`src/rtl/switch_allocator_rr_if.sv`:
```
// switch_allocator_rr_if
//   Handshake bundle between the input buffers and the switch allocator.
//   master : buffer side (drives valid/allocate/requested, sees grants)
//   slave  : allocator side
//   Signals:
//     valid        [NUM_BUFFERS]         buffer still holds flits of its packet
//     allocate     [NUM_BUFFERS]         buffer requests an output port
//     requested    [NUM_BUFFERS][REQ_W]  port requested by each buffer
//     switch_valid [NUM_BUFFERS]         buffer currently owns a port
//     select       [NUM_OUTPORTS][SEL_W] owning buffer per port
//     enable       [NUM_OUTPORTS]        port allocated
//     timeout      [NUM_OUTPORTS]        watchdog release pulse
interface switch_allocator_rr_if #(
  parameter int NUM_BUFFERS  = 5,
  parameter int NUM_OUTPORTS = 5
);
  localparam int REQ_W = $clog2(NUM_OUTPORTS) + ((NUM_OUTPORTS == 1) ? 1 : 0);
  localparam int SEL_W = $clog2(NUM_BUFFERS) + ((NUM_BUFFERS == 1) ? 1 : 0);

  logic [NUM_BUFFERS-1:0]             valid;
  logic [NUM_BUFFERS-1:0]             allocate;
  logic [NUM_BUFFERS-1:0][REQ_W-1:0]  requested;
  logic [NUM_BUFFERS-1:0]             switch_valid;
  logic [NUM_OUTPORTS-1:0][SEL_W-1:0] select;
  logic [NUM_OUTPORTS-1:0]            enable;
  logic [NUM_OUTPORTS-1:0]            timeout;

  modport master (output valid, allocate, requested,
                  input  switch_valid, select, enable, timeout);
  modport slave  (input  valid, allocate, requested,
                  output switch_valid, select, enable, timeout);
endinterface

```
`src/rtl/switch_allocator_rr.sv`:
```
// switch_allocator_rr
//   Registered per-output-port round-robin switch allocator. Each port grants
//   one buffer and holds it until that buffer's valid drops (packet tail).
//   Ports:
//     CLK   clock, rising edge
//     nRST  asynchronous active-low reset
//     bus   switch_allocator_rr_if.slave (requests in, grants/selects out)
//   Optional feature: define SWITCH_ALLOC_TIMEOUT_EN to add a per-port
//   watchdog that force-releases a port after TIMEOUT_CYCLES busy cycles.

// One output port: IDLE/BUSY FSM, owner register and round-robin pointer.
module switch_alloc_port #(
  parameter int NB    = 5,
  parameter int SEL_W = 3
`ifdef SWITCH_ALLOC_TIMEOUT_EN
  , parameter int TIMEOUT_CYCLES = 1024
`endif
) (
  input  logic             CLK,
  input  logic             nRST,
  input  logic [NB-1:0]    req_i,    // qualified requests aimed at this port
  input  logic [NB-1:0]    valid_i,
  output logic             en_q_o,
  output logic             en_d_o,
  output logic [SEL_W-1:0] own_q_o,
  output logic [SEL_W-1:0] own_d_o,
  output logic             to_q_o
);
  typedef enum logic {IDLE, BUSY} state_t;

  state_t           st_q, st_d;
  logic [SEL_W-1:0] own_q, own_d, ptr_q, ptr_d;
  logic             found;
  logic [SEL_W-1:0] win;
  logic             to_d;

`ifdef SWITCH_ALLOC_TIMEOUT_EN
  localparam int CNT_W = $clog2(TIMEOUT_CYCLES + 1);
  logic [CNT_W-1:0] cnt_q, cnt_d;
  logic             to_q;
`endif

  // Scan ptr+1, ptr+2, ... (mod NB); first requester wins.
  always_comb begin
    int idx;
    idx   = 0;
    found = 1'b0;
    win   = '0;
    for (int k = 1; k <= NB; k++) begin
      idx = int'(ptr_q) + k;
      if (idx >= NB) idx = idx - NB;
      if (!found && req_i[idx]) begin
        found = 1'b1;
        win   = SEL_W'(idx);
      end
    end
  end

  always_comb begin
    st_d  = st_q;
    own_d = own_q;
    ptr_d = ptr_q;
    to_d  = 1'b0;
    case (st_q)
      IDLE: if (found) begin
        st_d  = BUSY;
        own_d = win;
        ptr_d = win;
      end
      BUSY: begin
        if (!valid_i[own_q]) st_d = IDLE;
`ifdef SWITCH_ALLOC_TIMEOUT_EN
        // Stalled owner: release but leave ptr on it so it ranks last next.
        else if (cnt_q == CNT_W'(TIMEOUT_CYCLES - 1)) begin
          st_d = IDLE;
          to_d = 1'b1;
        end
`endif
      end
      default: st_d = IDLE;
    endcase
  end

  always_ff @(posedge CLK or negedge nRST) begin
    if (!nRST) begin
      st_q  <= IDLE;
      own_q <= '0;
      ptr_q <= SEL_W'(NB - 1);
    end else begin
      st_q  <= st_d;
      own_q <= own_d;
      ptr_q <= ptr_d;
    end
  end

`ifdef SWITCH_ALLOC_TIMEOUT_EN
  // Counter sits at 0 while idle, so the first busy cycle reads 0.
  assign cnt_d = (st_q == BUSY) ? cnt_q + 1'b1 : '0;

  always_ff @(posedge CLK or negedge nRST) begin
    if (!nRST) begin
      cnt_q <= '0;
      to_q  <= 1'b0;
    end else begin
      cnt_q <= cnt_d;
      to_q  <= to_d;
    end
  end
  assign to_q_o = to_q;
`else
  assign to_q_o = 1'b0;
`endif

  assign en_q_o  = (st_q == BUSY);
  assign en_d_o  = (st_d == BUSY);
  assign own_q_o = own_q;
  assign own_d_o = own_d;
endmodule

module switch_allocator_rr #(
  parameter int NUM_BUFFERS    = 5,
  parameter int NUM_OUTPORTS   = 5,
  parameter int TIMEOUT_CYCLES = 1024
) (
  input  logic                  CLK,
  input  logic                  nRST,
  switch_allocator_rr_if.slave  bus
);
  localparam int SEL_W = $clog2(NUM_BUFFERS) + ((NUM_BUFFERS == 1) ? 1 : 0);

  if (NUM_BUFFERS < 1 || NUM_OUTPORTS < 1 || TIMEOUT_CYCLES < 1) begin : g_param_chk
    $error("switch_allocator_rr: illegal parameter value");
  end

  logic [NUM_OUTPORTS-1:0][NUM_BUFFERS-1:0] hit;
  logic [NUM_OUTPORTS-1:0]                  en_q, en_d, to_q;
  logic [NUM_OUTPORTS-1:0][SEL_W-1:0]       own_q, own_d;
  logic [NUM_BUFFERS-1:0]                   sv_q, sv_d;

  // Owners are masked via the registered switch_valid, so a buffer dropping
  // valid and re-requesting in the same cycle is still treated as owning.
  // Out-of-range port numbers never match any o and fall away here.
  always_comb begin
    hit = '0;
    for (int o = 0; o < NUM_OUTPORTS; o++)
      for (int b = 0; b < NUM_BUFFERS; b++)
        hit[o][b] = bus.allocate[b] && !sv_q[b] && (int'(bus.requested[b]) == o);
  end

  for (genvar o = 0; o < NUM_OUTPORTS; o++) begin : g_port
    switch_alloc_port #(
      .NB    (NUM_BUFFERS),
      .SEL_W (SEL_W)
`ifdef SWITCH_ALLOC_TIMEOUT_EN
      , .TIMEOUT_CYCLES (TIMEOUT_CYCLES)
`endif
    ) u_port (
      .CLK     (CLK),
      .nRST    (nRST),
      .req_i   (hit[o]),
      .valid_i (bus.valid),
      .en_q_o  (en_q[o]),
      .en_d_o  (en_d[o]),
      .own_q_o (own_q[o]),
      .own_d_o (own_d[o]),
      .to_q_o  (to_q[o])
    );
  end

  // Decode ownership from next-state so switch_valid is a flop aligned with enable.
  always_comb begin
    sv_d = '0;
    for (int o = 0; o < NUM_OUTPORTS; o++)
      if (en_d[o]) sv_d[int'(own_d[o])] = 1'b1;
  end

  always_ff @(posedge CLK or negedge nRST) begin
    if (!nRST) sv_q <= '0;
    else       sv_q <= sv_d;
  end

  assign bus.switch_valid = sv_q;
  assign bus.enable       = en_q;
  assign bus.select       = own_q;
  assign bus.timeout      = to_q;
endmodule

```
`src/flat_wrapper.sv`:
```
// flat-port wrapper written by rule: the top's interface ports become plain ports
module switch_allocator_rr_flat 
#(
  parameter int NUM_BUFFERS    = 5,
  parameter int NUM_OUTPORTS   = 5,
  parameter int TIMEOUT_CYCLES = 1024
)
  (CLK, nRST, bus_valid, bus_allocate, bus_requested, bus_switch_valid, bus_select, bus_enable, bus_timeout);
  switch_allocator_rr_if #(.NUM_BUFFERS(NUM_BUFFERS), .NUM_OUTPORTS(NUM_OUTPORTS)) bus_i ();
  input  logic CLK;
  input  logic nRST;
  input wire logic [$bits(bus_i.valid)-1:0] bus_valid;
  input wire logic [$bits(bus_i.allocate)-1:0] bus_allocate;
  input wire logic [$bits(bus_i.requested)-1:0] bus_requested;
  output wire logic [$bits(bus_i.switch_valid)-1:0] bus_switch_valid;
  output wire logic [$bits(bus_i.select)-1:0] bus_select;
  output wire logic [$bits(bus_i.enable)-1:0] bus_enable;
  output wire logic [$bits(bus_i.timeout)-1:0] bus_timeout;
  assign bus_i.valid = bus_valid;
  assign bus_i.allocate = bus_allocate;
  assign bus_i.requested = bus_requested;
  assign bus_switch_valid = bus_i.switch_valid;
  assign bus_select = bus_i.select;
  assign bus_enable = bus_i.enable;
  assign bus_timeout = bus_i.timeout;
  switch_allocator_rr #(.NUM_BUFFERS(NUM_BUFFERS), .NUM_OUTPORTS(NUM_OUTPORTS), .TIMEOUT_CYCLES(TIMEOUT_CYCLES)) u_core (.CLK(CLK), .nRST(nRST), .bus(bus_i));
endmodule
```
`config.mk`:
```
export PLATFORM = sky130hd
export DESIGN_NAME = switch_allocator_rr_flat
export DESIGN_NICKNAME = d
export VERILOG_FILES = /design/src/rtl/switch_allocator_rr_if.sv /design/src/rtl/switch_allocator_rr.sv /design/src/flat_wrapper.sv
export SDC_FILE = /design/constraint.sdc
export NUM_CORES = 1
export LEC_CHECK = 0
export ABC_AREA = 1
export CELL_PAD_IN_SITES_DETAIL_PLACEMENT = 1
export CELL_PAD_IN_SITES_GLOBAL_PLACEMENT = 2
export CORE_MARGIN = 4
export CORE_UTILIZATION = 35
export DETAILED_ROUTE_END_ITERATION = 6
export DONT_BUFFER_PORTS = 1
export HOLD_SLACK_MARGIN = 0.06
export PLACE_DENSITY = 0.91
export SLEW_MARGIN = 20
export SYNTH_ARGS = -nofsm -noshare
export SYNTH_HDL_FRONTEND = slang
export SYNTH_SLANG_ARGS = --single-unit
```
`constraint.sdc`:
```
create_clock -name CLK -period 3.8 [get_ports CLK]
set_input_delay 0.19 -clock CLK [delete_from_list [all_inputs] [get_ports CLK]]
set_output_delay 0.19 -clock CLK [all_outputs]
set_load 0.1 [all_outputs]
```
* Word-level counts from Yosys, hierarchy flattened
Index checks and enable logic that the tools add are counted.
** Word-level totals
- Bits in registers :: 40
- Latch bits :: 0
- Memories :: 0
- Bits of input ports :: 27
- ROM bits :: 0
- Memory bits (writable) :: 0
- Logic and storage cells :: 450
- Output and inout port bits :: 30
** Cells by class
- Eq/ne operators :: 20
- $mul :: 0
- Shift-type cells :: 0
- $add $sub $neg :: 50
- Bitwise gates (word level) :: 9
- Reduce and logical (&&, ||, !) cells :: 90
- Div/mod/pow operators :: 0
- Mux-type cells :: 200
- Magnitude comparators :: 65
** Operator list (number)
- $lt 32x5->1 const B :: 25
- $mux 32 :: 25
- $ge 32x4->1 const B :: 5
- $sub 32x4->32 const B :: 5
- $mux 3 :: 35
- $sub 4x3->5 const B :: 20
- $mux 1 :: 95
- $bmux 1 s3 :: 30
- $ge 4x3->1 const B :: 20
- $logic_and 1x1->1 :: 55
- $eq 3x3->1 const B :: 15
- $add 3x2->4 const B :: 10
- $add 3x3->4 const B :: 10
- $lt 3x4->1 const B :: 10
- $logic_not 1->1 :: 25
- $mux 5 :: 5
- $add 3x1->4 const B :: 5
- $or 5x5->5 :: 4
- $demux 1 s3 :: 5
- $eq 3x2->1 const B :: 5
- $ge 3x1->1 const B :: 5
- $logic_not 3->1 :: 5
- $pmux 1 s2 :: 5
- $reduce_and 2->1 :: 5
- $not 1->1 :: 5

* Depth between registers and ports, before layout
Gate-level depths: netlist of run 1.
- Depth in word-level cells :: 34
- Depth in mapped cells :: 26
- Gate-level depth less buffers :: 25

* Cells and area by module
From an unflattened synthesis of run 1, not the netlist that was laid out.
** Second synthesis, totals
- Cells, all modules :: 1337
- Area total of the unflattened synthesis :: 7842.5 um^2
** Modules (own cells, without submodules)
- switch_alloc_port :: times used 5, area an instance 1426.4 um^2, cells each 238
- switch_allocator_rr :: times used 1, area an instance 710.7 um^2, cells each 147

* Least setup slack after synthesis of run 1
Ideal clock, no wire load.
- Path type :: register to register
- Start point :: register u_core.g_port[3].u_port.ptr_q[0]
- End point :: register u_core.sv_q[0] (netlist: u_core.bus.switch_valid[0])
- Period minus slack after synthesis :: 2.838 ns
- Stages on the path, launching flop included :: 22
- Arrival time :: 2.720 ns
- Library setup time :: 0.119 ns
- Path slack :: 0.962 ns
- Buffers on the path :: 2
- Cell sequence :: dfrtp_1 -> inv_1 -> buf_4 -> ha_1 -> buf_4 -> xnor2_4 -> inv_2 -> nand2_1 -> o21ai_0 -> nand3_1 -> nand3_1 -> nand2_1 -> nand2_1 -> nor2_4 -> nand3_2 -> nand2_4 -> nand2_1 -> a21boi_2 -> nand2_1 -> nand2_1 -> nor2_1 -> nand2_1
** Between the ends
- Longest elaborated chain between the ends :: 29
- Elaborated cells between the ends (all ways) :: 66
- Classes of those cells :: add/sub: 10; order compare: 7; mux: 38; bitwise: 2; reduce/logical: 9
** RTL lines
- start: declaration :: RTL line switch_allocator_rr.sv:32 : logic [SEL_W-1:0] own_q, own_d, ptr_q, ptr_d;
- start signal: assignment :: RTL line switch_allocator_rr.sv:88 : ptr_q <= SEL_W'(NB - 1);
- start signal: assignment :: RTL line switch_allocator_rr.sv:92 : ptr_q <= ptr_d;
- $add 3x1->4 :: RTL line switch_allocator_rr.sv:50 : idx = int'(ptr_q) + k;
- $sub 32x4->32 / $ge 32x4->1 (equally long branches) :: RTL line switch_allocator_rr.sv:51 : if (idx >= NB) idx = idx - NB;
- $mux 32 :: RTL line switch_allocator_rr.sv:51
- $bmux 1 s3 :: RTL line switch_allocator_rr.sv:52 : if (!found && req_i[idx]) begin
- $mux 1 (implied by the code) (2 in a row) :: RTL line switch_allocator_rr.sv:52
- $mux 1 :: RTL line switch_allocator_rr.sv:52
- $logic_not 1->1 :: RTL line switch_allocator_rr.sv:52
- $logic_and 1x1->1 :: RTL line switch_allocator_rr.sv:52
- [... 13 more ...]
- $logic_and 1x1->1 (implied by the code) :: RTL line switch_allocator_rr.sv:174 : if (en_d[o]) sv_d[int'(own_d[o])] = 1'b1;
- $mux 1 (implied by the code) :: RTL line switch_allocator_rr.sv:174
- $demux 1 s3
- $or 5x5->5 (no line)
- $mux 5 * :: RTL line switch_allocator_rr.sv:174
- $or 5x5->5 (no line)
- $mux 5 * :: RTL line switch_allocator_rr.sv:174
- named net u_core.sv_d[0] :: RTL line switch_allocator_rr.sv:138 : logic [NUM_BUFFERS-1:0] sv_q, sv_d;
- end signal: assignment :: RTL line switch_allocator_rr.sv:179 : else sv_q <= sv_d;
- end: declaration :: RTL line switch_allocator_rr.sv:138
The timed path passes the listed nets; every way through them passes the cells marked *. The select of a mux whose other input is x is not followed.
A chain may end at the register's enable or synchronous reset.

* Worst setup path in the final report of run 1
- Start point :: register u_core.g_port[2].u_port.ptr_q[0]
- End point :: register u_core.sv_q[0] (netlist: u_core.bus.switch_valid[0])
** Between the ends
- Longest elaborated chain between the ends :: 31
- Elaborated cells between the ends (all ways) :: 68
- Classes of those cells :: add/sub: 10; order compare: 7; mux: 39; bitwise: 3; reduce/logical: 9
** RTL lines
- start: declaration :: RTL line switch_allocator_rr.sv:32
- start signal: assignment :: RTL line switch_allocator_rr.sv:88
- start signal: assignment :: RTL line switch_allocator_rr.sv:92
- $add 3x1->4 :: RTL line switch_allocator_rr.sv:50
- $sub 32x4->32 / $ge 32x4->1 (equally long branches) :: RTL line switch_allocator_rr.sv:51
- $mux 32 :: RTL line switch_allocator_rr.sv:51
- $bmux 1 s3 :: RTL line switch_allocator_rr.sv:52
- $mux 1 (implied by the code) (2 in a row) :: RTL line switch_allocator_rr.sv:52
- $mux 1 :: RTL line switch_allocator_rr.sv:52
- $logic_not 1->1 :: RTL line switch_allocator_rr.sv:52
- $logic_and 1x1->1 :: RTL line switch_allocator_rr.sv:52
- [... 12 more ...]
- named net u_core.g_port[2].u_port.own_d_o[2] :: RTL line switch_allocator_rr.sv:26 : output logic [SEL_W-1:0] own_d_o,
- [... 3 more ...]
- $demux 1 s3 *
- $or 5x5->5 (no line) *
- $mux 5 * :: RTL line switch_allocator_rr.sv:174
- $or 5x5->5 (no line)
- $mux 5 * :: RTL line switch_allocator_rr.sv:174
- $or 5x5->5 (no line)
- $mux 5 * :: RTL line switch_allocator_rr.sv:174
- named net u_core.sv_d[0] :: RTL line switch_allocator_rr.sv:138
Marked as above.

==> out/metrics.cfg, run 1 <==
[clocking]
numCtsBuffers = 5
clkSinkCount = 40
cts_buffer_depth = 2
clkTransAtPathRegs_ns = 0.06
root_buffer = clkbuf_16
cts_tree = built
clock_latency_ns = 0.29
cts-htree-levels = 2

[finish]
fill_cells = 3047
seqCellArea_um2 = 1008
layout-drive-gt1-share_pct = 13.08
syn_to_final_growth_pct = 7.927
finish.instance_area_um2 = 8330
num-nets-final = 1432
multi_input_area_um2 = 5842
antennaDiodeCount = 0

[synth]
yosys.area.top_type = nand2_1
ys_seq_elements = 40
yosysSeqAreaShare_pct = 13.05
netlist.area_leader.share_pct = 19.35
synth.area.top_cells = nand2_1 19%, nand3_1 13%, dfrtp_1 11%
syn_inst = 1332
ys_types = 47
yosysWarnings = 0
syn_area_um2 = 7719
post_synth.cell_area_avg_um2 = 5.795

[sta]
period_share_pct = 92.57
finalClockSkew_ns = 0.005540
setup_viol = 0
worst_pin_slew_ns = 1.051
drv_slew = 0
period_needed_ns = 3.518
hold_viol_final = 0
timing.final.ws_setup_ns = 0.2824
slew-limit-headroom_pct = 29.94
timing.fmax_ghz = 0.2843

[floorplanning]
dieArea_um2 = 24490
ios = 57
die_w_um = 156.5
coreArea_um2 = 21760
die_h_um = 156.5
num_rows = 54
start_util_pct = 35.48

[placement]
dp_hpwl_um = 22590
place_ws_ns = 0.1118
portBuffers = 0
post_dp_cell_area_um2 = 8114
finalWeightedCongestion = 0.8884

[critical_path]
required_ns = 4.03
worstReg2RegStart = u_core.g_port[2].u_port.ptr_q[0]
end_kind = flop
worstPathMaxFanout = 13
cp-start-kind = flop
r2r_end = u_core.bus.switch_valid[0]
critPathKind = reg2reg
r2r_slack_ns = 0.28
arrival_ns = 3.74
r2r.worst_path.cells = 18

[grt]
grt_util_all_layers_pct = 22.14
grt_pass1_wl_um = 44620
grt_overflow = 0
grt_max_degree = 41
antenna_found_initial = 0
grt_pass1_vias = 8721

[detailed_routing]
remaining_drc_errors = 0
wl_per_cell_um = 16.65
drtIter0Drc = 454
via_count = 8622
routed_wl_um = 27190
drt_first_pass_iters = 5
antenna_left = 0
viasPerCell = 5.280

[run_status]
status = finished clean

[min_path]
whs_endpoint = u_core.g_port[1].u_port.en_q_o
hp-start = bus_valid[1]
min_delay_path_depth = 4
hp-class = in2reg

[run]
drv_cap = 0

-- final cells by class --
type	instances	share of cell area [%]
Clock buffer	6	1.667
Clock inverter	2	0.4656
Inverter	189	8.546
Multi-Input combinational cell	1087	70.13
Sequential cell	40	12.11
Tap cell	280	4.205
Timing Repair Buffer	29	2.884
-- state kept, by name, indices dropped and copies added, names as in the netlist --
signal,flops
u_core.g_port.u_port.ptr_q,15
u_core.g_port.u_port.own_q_o,15
u_core.bus.switch_valid,5
u_core.g_port.u_port.en_q_o,5
-- placed cells by master, fill, tap and decap left out, types with 11 or more instances in the layout --
cell type,n
nand3_2,20
ha_1,53
inv_2,15
nand3b_1,12
nand2_1,398
nand2_2,47
a21oi_1,21
dfrtp_1,34
inv_1,171
nor2_1,111
o21ai_1,13
nand3_1,204
o21ai_0,69
buf_4,27
nand4_1,43
o21ai_2,11
-- metal layers --
metal,track usage (%),wire length (um)
met1,30.01,12790
met2,37.94,12940
met3,2.600,992
met4,4.669,470
met5,0,0
-- timing repair --
item | 4_1_cts | 5_1_grt
endpoints found under the setup margin | 0 | 5
hold buffers | 2 | 0
buffers inserted | 0 | 0
resized for setup | 0 | 1
hold endpoints to repair | 40 | 0
-- critical path: stages (launching register included) --
cell and delay [ns]:
dfrtp_2 0.55, inv_2 0.19, ha_1 0.45, inv_2 0.20, nand3b_1 0.13, nand2_1 0.10, nand2_2 0.09, o21ai_0 0.36
nand2_1 0.10, nand3_1 0.11, nand3_1 0.16, nand4_2 0.15, nand2_2 0.12, nand2_1 0.08, a21boi_2 0.18, inv_1 0.08
nor3_1 0.26, nor2_1 0.09, nand2_1 0.06
-- synth_stat cells (all sizes together) --
master and instances:
o211ai 9, a21boi 3, o21ai 93, o31ai 6
inv 187, o21bai 1, nor2 125, xor2 6
a31oi 1, clkinv 2, nand4 49, nand2 451
conb 1, nand3b 13, nand3 228, nand2b 1
buf 20, or2 4, o22ai 1, dfstp 5
dfrtp 35, xnor2 6, ha 53, a21oi 24
nor3 8
-- through the flow --
step           instances  util (%)  setup TNS (ns)  hold WS (ns)
3_5_place_dp        1623     37.30               0       -0.1023
3_3_place_gp        1623     37.30               0       -0.1026
5_1_grt             1633     38.29        -0.01200        0.3332
4_1_cts             1633     38.29               0        0.2891
6_report            1633     38.29               0        0.2883
2_1_floorplan       1336         -               0       -0.1056
-- cell families (layout without fill, tap and decap cells) --
group / after synthesis / after routing / synth area share (%)
AO/OA/AOI/OAI: 138 / 138 / 10.62
XOR/XNOR: 12 / 12 / 1.702
other: 1 / 5 / 0.04858
adder cells (fa/ha/maj): 53 / 53 / 8.591
AND/OR/NAND/NOR: 879 / 879 / 54.53
buffers and inverters: 209 / 226 / 11.46
flip-flops: 40 / 40 / 13.05
-- worst max-delay path by stage --
stage / cells after the start / from / endpoint / slack [ns]
floorplan: 21 / u_core.g_port[3].u_port.ptr_q[0] / u_core.bus.switch_valid[0] / 0.96
global placement: 17 / u_core.g_port[2].u_port.ptr_q[0] / u_core.bus.switch_valid[0] / 0.15
detailed placement: 18 / u_core.g_port[2].u_port.ptr_q[0] / u_core.bus.switch_valid[0] / 0.11
CTS: 18 / u_core.g_port[2].u_port.ptr_q[0] / u_core.bus.switch_valid[0] / 0.07
global route: 15 / u_core.g_port[2].u_port.ptr_q[0] / u_core.bus.switch_valid[0] / -0.01
finish: 18 / u_core.g_port[2].u_port.ptr_q[0] / u_core.bus.switch_valid[0] / 0.28
Power of run 1 is left out: the tool's default activity adds up to more than one toggle a clock period on the data nets, which glitch-free logic cannot reach.
==> inputs of run 2 (changes only) <==
- CORE_ASPECT_RATIO: not set -> 1.4
==> run 2 against run 1 <==
Final area up 0.32%. First-iteration DRC count shrank 30%. Hold slack got worse by 0.0090 ns. Utilization increased by 0.077 points. Sequential share of layout area fell by 0.053 points. Routed wire length decreased by 0.55%. Flip-flop and latch count unchanged. Critical path type unchanged. Largest cell class unchanged.
==> out/metrics.cfg, run 2 (same netlist as run 1, synthesis figures left out) <==
[clocking]
numCtsBuffers = 5  ; unchanged
cts_setup_buffers = 0  ; unchanged
clock_latency_ns = 0.29  ; about the same
clkTransAtPathRegs_ns = 0.07  ; about the same
cts-hold-fix-buffers = 2  ; unchanged
root_buffer = clkbuf_16
postCtsResizedCells = 0  ; unchanged
cts-htree-levels = 2  ; unchanged
clkSinkCount = 40  ; unchanged
cts_buffer_depth = 2  ; unchanged
cts_tree = built

[sta]
timing.fmax_ghz = 0.2929  ; +3.0%
rsz0062_at_grt = false
drv_slew = 0  ; unchanged
fin_tns_setup_ns = 0  ; unchanged
worst_pin_slew_ns = 1.065  ; +0.01398 ns
setup_viol = 0  ; unchanged
period_share_pct = 89.84  ; -2.7 points
hold_viol_final = 0  ; unchanged
finalClockSkew_ns = 0.01141  ; +0.005873 ns
period_needed_ns = 3.414  ; -0.1038 ns
slew-limit-headroom_pct = 29.01  ; -0.93 points

[detailed_routing]
routed_wl_um = 27040  ; -0.55%
viasPerCell = 5.273  ; -0.14%
antenna_left = 0  ; unchanged
wl_per_cell_um = 16.34  ; -1.9%
drtIter0Drc = 316  ; -30%
drt_first_pass_iters = 5  ; unchanged
remaining_drc_errors = 0  ; unchanged
via_count = 8726  ; +1.2%

[grt]
grt_pass1_vias = 9039  ; +3.6%
grt_max_degree = 41  ; unchanged
grt_pass1_wl_um = 44680  ; +0.15%
grt_overflow = 0  ; unchanged
antenna_found_initial = 0  ; unchanged
grt_util_all_layers_pct = 22.05  ; -0.090 points

[critical_path]
worstPathMaxFanout = 9  ; -4
critical_path.top_delay_family = simple AND/OR/NAND/NOR gates
required_ns = 3.95  ; -0.08 ns
crit_slowest_cell = dfrtp_1
cp-start-kind = flop
crit_chain = inv_1, ha_1, inv_2, nand3b_1, o31ai_1, o21ai_0, nand3_1, nand4_2, nand2_2, inv_1, nand2_1, nand2_2, nand2_1, nor2_1, nor2_1, nand4_1
cpPeakStageDelay_ns = 0.51  ; -0.04 ns
end_kind = flop
cp_num_buf_inv = 3  ; unchanged
critPathKind = reg2reg
arrival_ns = 3.56  ; -0.18 ns

[floorplanning]
ios = 57  ; unchanged
dieArea_um2 = 24530  ; +0.14%
num_rows = 64  ; +19%
coreArea_um2 = 21780  ; +0.11%
start_util_pct = 35.44  ; -0.041 points
die_w_um = 133.5  ; -15%
die_h_um = 183.7  ; +17%

[finish]
syn_to_final_growth_pct = 8.267
antennaDiodeCount = 0  ; unchanged
final_common_cell = nand2_1
layout-drive-gt1-share_pct = 13.33  ; +0.25 points
finish.instance_area_um2 = 8357  ; +0.32%
fill_cells = 3067  ; +0.66%
num-nets-final = 1437  ; +0.35%
final_cell_mix = 398 x nand2_1, 204 x nand3_1, 171 x inv_1

[run]
drv_cap = 0  ; unchanged

[placement]
portBuffers = 0  ; unchanged
finalWeightedCongestion = 0.9214  ; +3.7%
dp_hpwl_um = 22810  ; +0.97%
post_dp_cell_area_um2 = 8173  ; +0.72%

[run_status]
status = finished clean

[min_path]
hp-class = in2reg

## run 2: changes by cell type in the layout (fill, tap and decap cells not counted), sizes merged
cell,previous run,this run
buf,28,33
bufinv,1,0
clkinv,3,2
clkinvlp,0,2
## run 2: stage by stage
step / std cells / worst slack, ns / hold slack (ns) / util [%]
after floorplan: 1336 / 0.9616 / -0.1056 / -
after global placement: 1645 / 0.5075 / -0.1029 / 37.52
after detailed placement: 1645 / 0.4509 / -0.1033 / 37.52
after CTS: 1655 / 0.4057 / 0.2750 / 38.37
after global routing: 1655 / 0.05165 / 0.3216 / 38.37
final: 1655 / 0.3862 / 0.2793 / 38.37
## run 2: per-layer routing
metal / vias to the layer above / part of all wire [%] / global-route usage [%]
li1: 4376 / - / -
met1: 4155 / 42 / 25.28
met2: 153 / 52 / 42.49
met3: 42 / 3.9 / 3.122
met4: 0 / 2.5 / 5.723
met5: - / 0 / 0
## run 2: worst register-to-register path, stage by stage, from the launching register on
cell      delay [ns]
dfrtp_1         0.51
inv_1           0.23
ha_1            0.43
inv_2           0.18
nand3b_1        0.13
o31ai_1         0.48
o21ai_0         0.18
nand3_1         0.21
nand4_2         0.13
nand2_2         0.16
inv_1           0.10
nand2_1         0.11
nand2_2         0.11
nand2_1         0.10
nor2_1          0.04
nor2_1          0.09
nand4_1         0.09
## run 2: path summary, 6_finish.rpt
check	depth (start not counted)	startpoint	slack, ns	to
max in group asynchronous	2	nRST	3.09	u_core.g_port[4].u_port.ptr_q[2]
min in group asynchronous	2	nRST	0.40	u_core.g_port[2].u_port.ptr_q[0]
worst max register to register	16	u_core.g_port[2].u_port.ptr_q[1]	0.39	u_core.bus.switch_valid[1]
worst max-delay path	16	u_core.g_port[2].u_port.ptr_q[1]	0.39	u_core.bus.switch_valid[1]
worst min register to register	2	u_core.g_port[1].u_port.ptr_q[2]	0.67	u_core.g_port[1].u_port.ptr_q[2]
worst min-delay path	4	bus_valid[1]	0.28	u_core.g_port[1].u_port.en_q_o
## run 2: layout make-up
type	count	area [um^2]	share of cell area, %
Clock buffer	6	138.9	1.662
Clock inverter	2	15.01	0.1797
Tap cell	297	371.6	4.447
Inverter	189	711.9	8.519
Timing Repair Buffer	34	270.3	3.234
Multi-Input combinational cell	1087	5842	69.91
Sequential cell	40	1007	12.05
Power of run 2 is left out for the same reason.
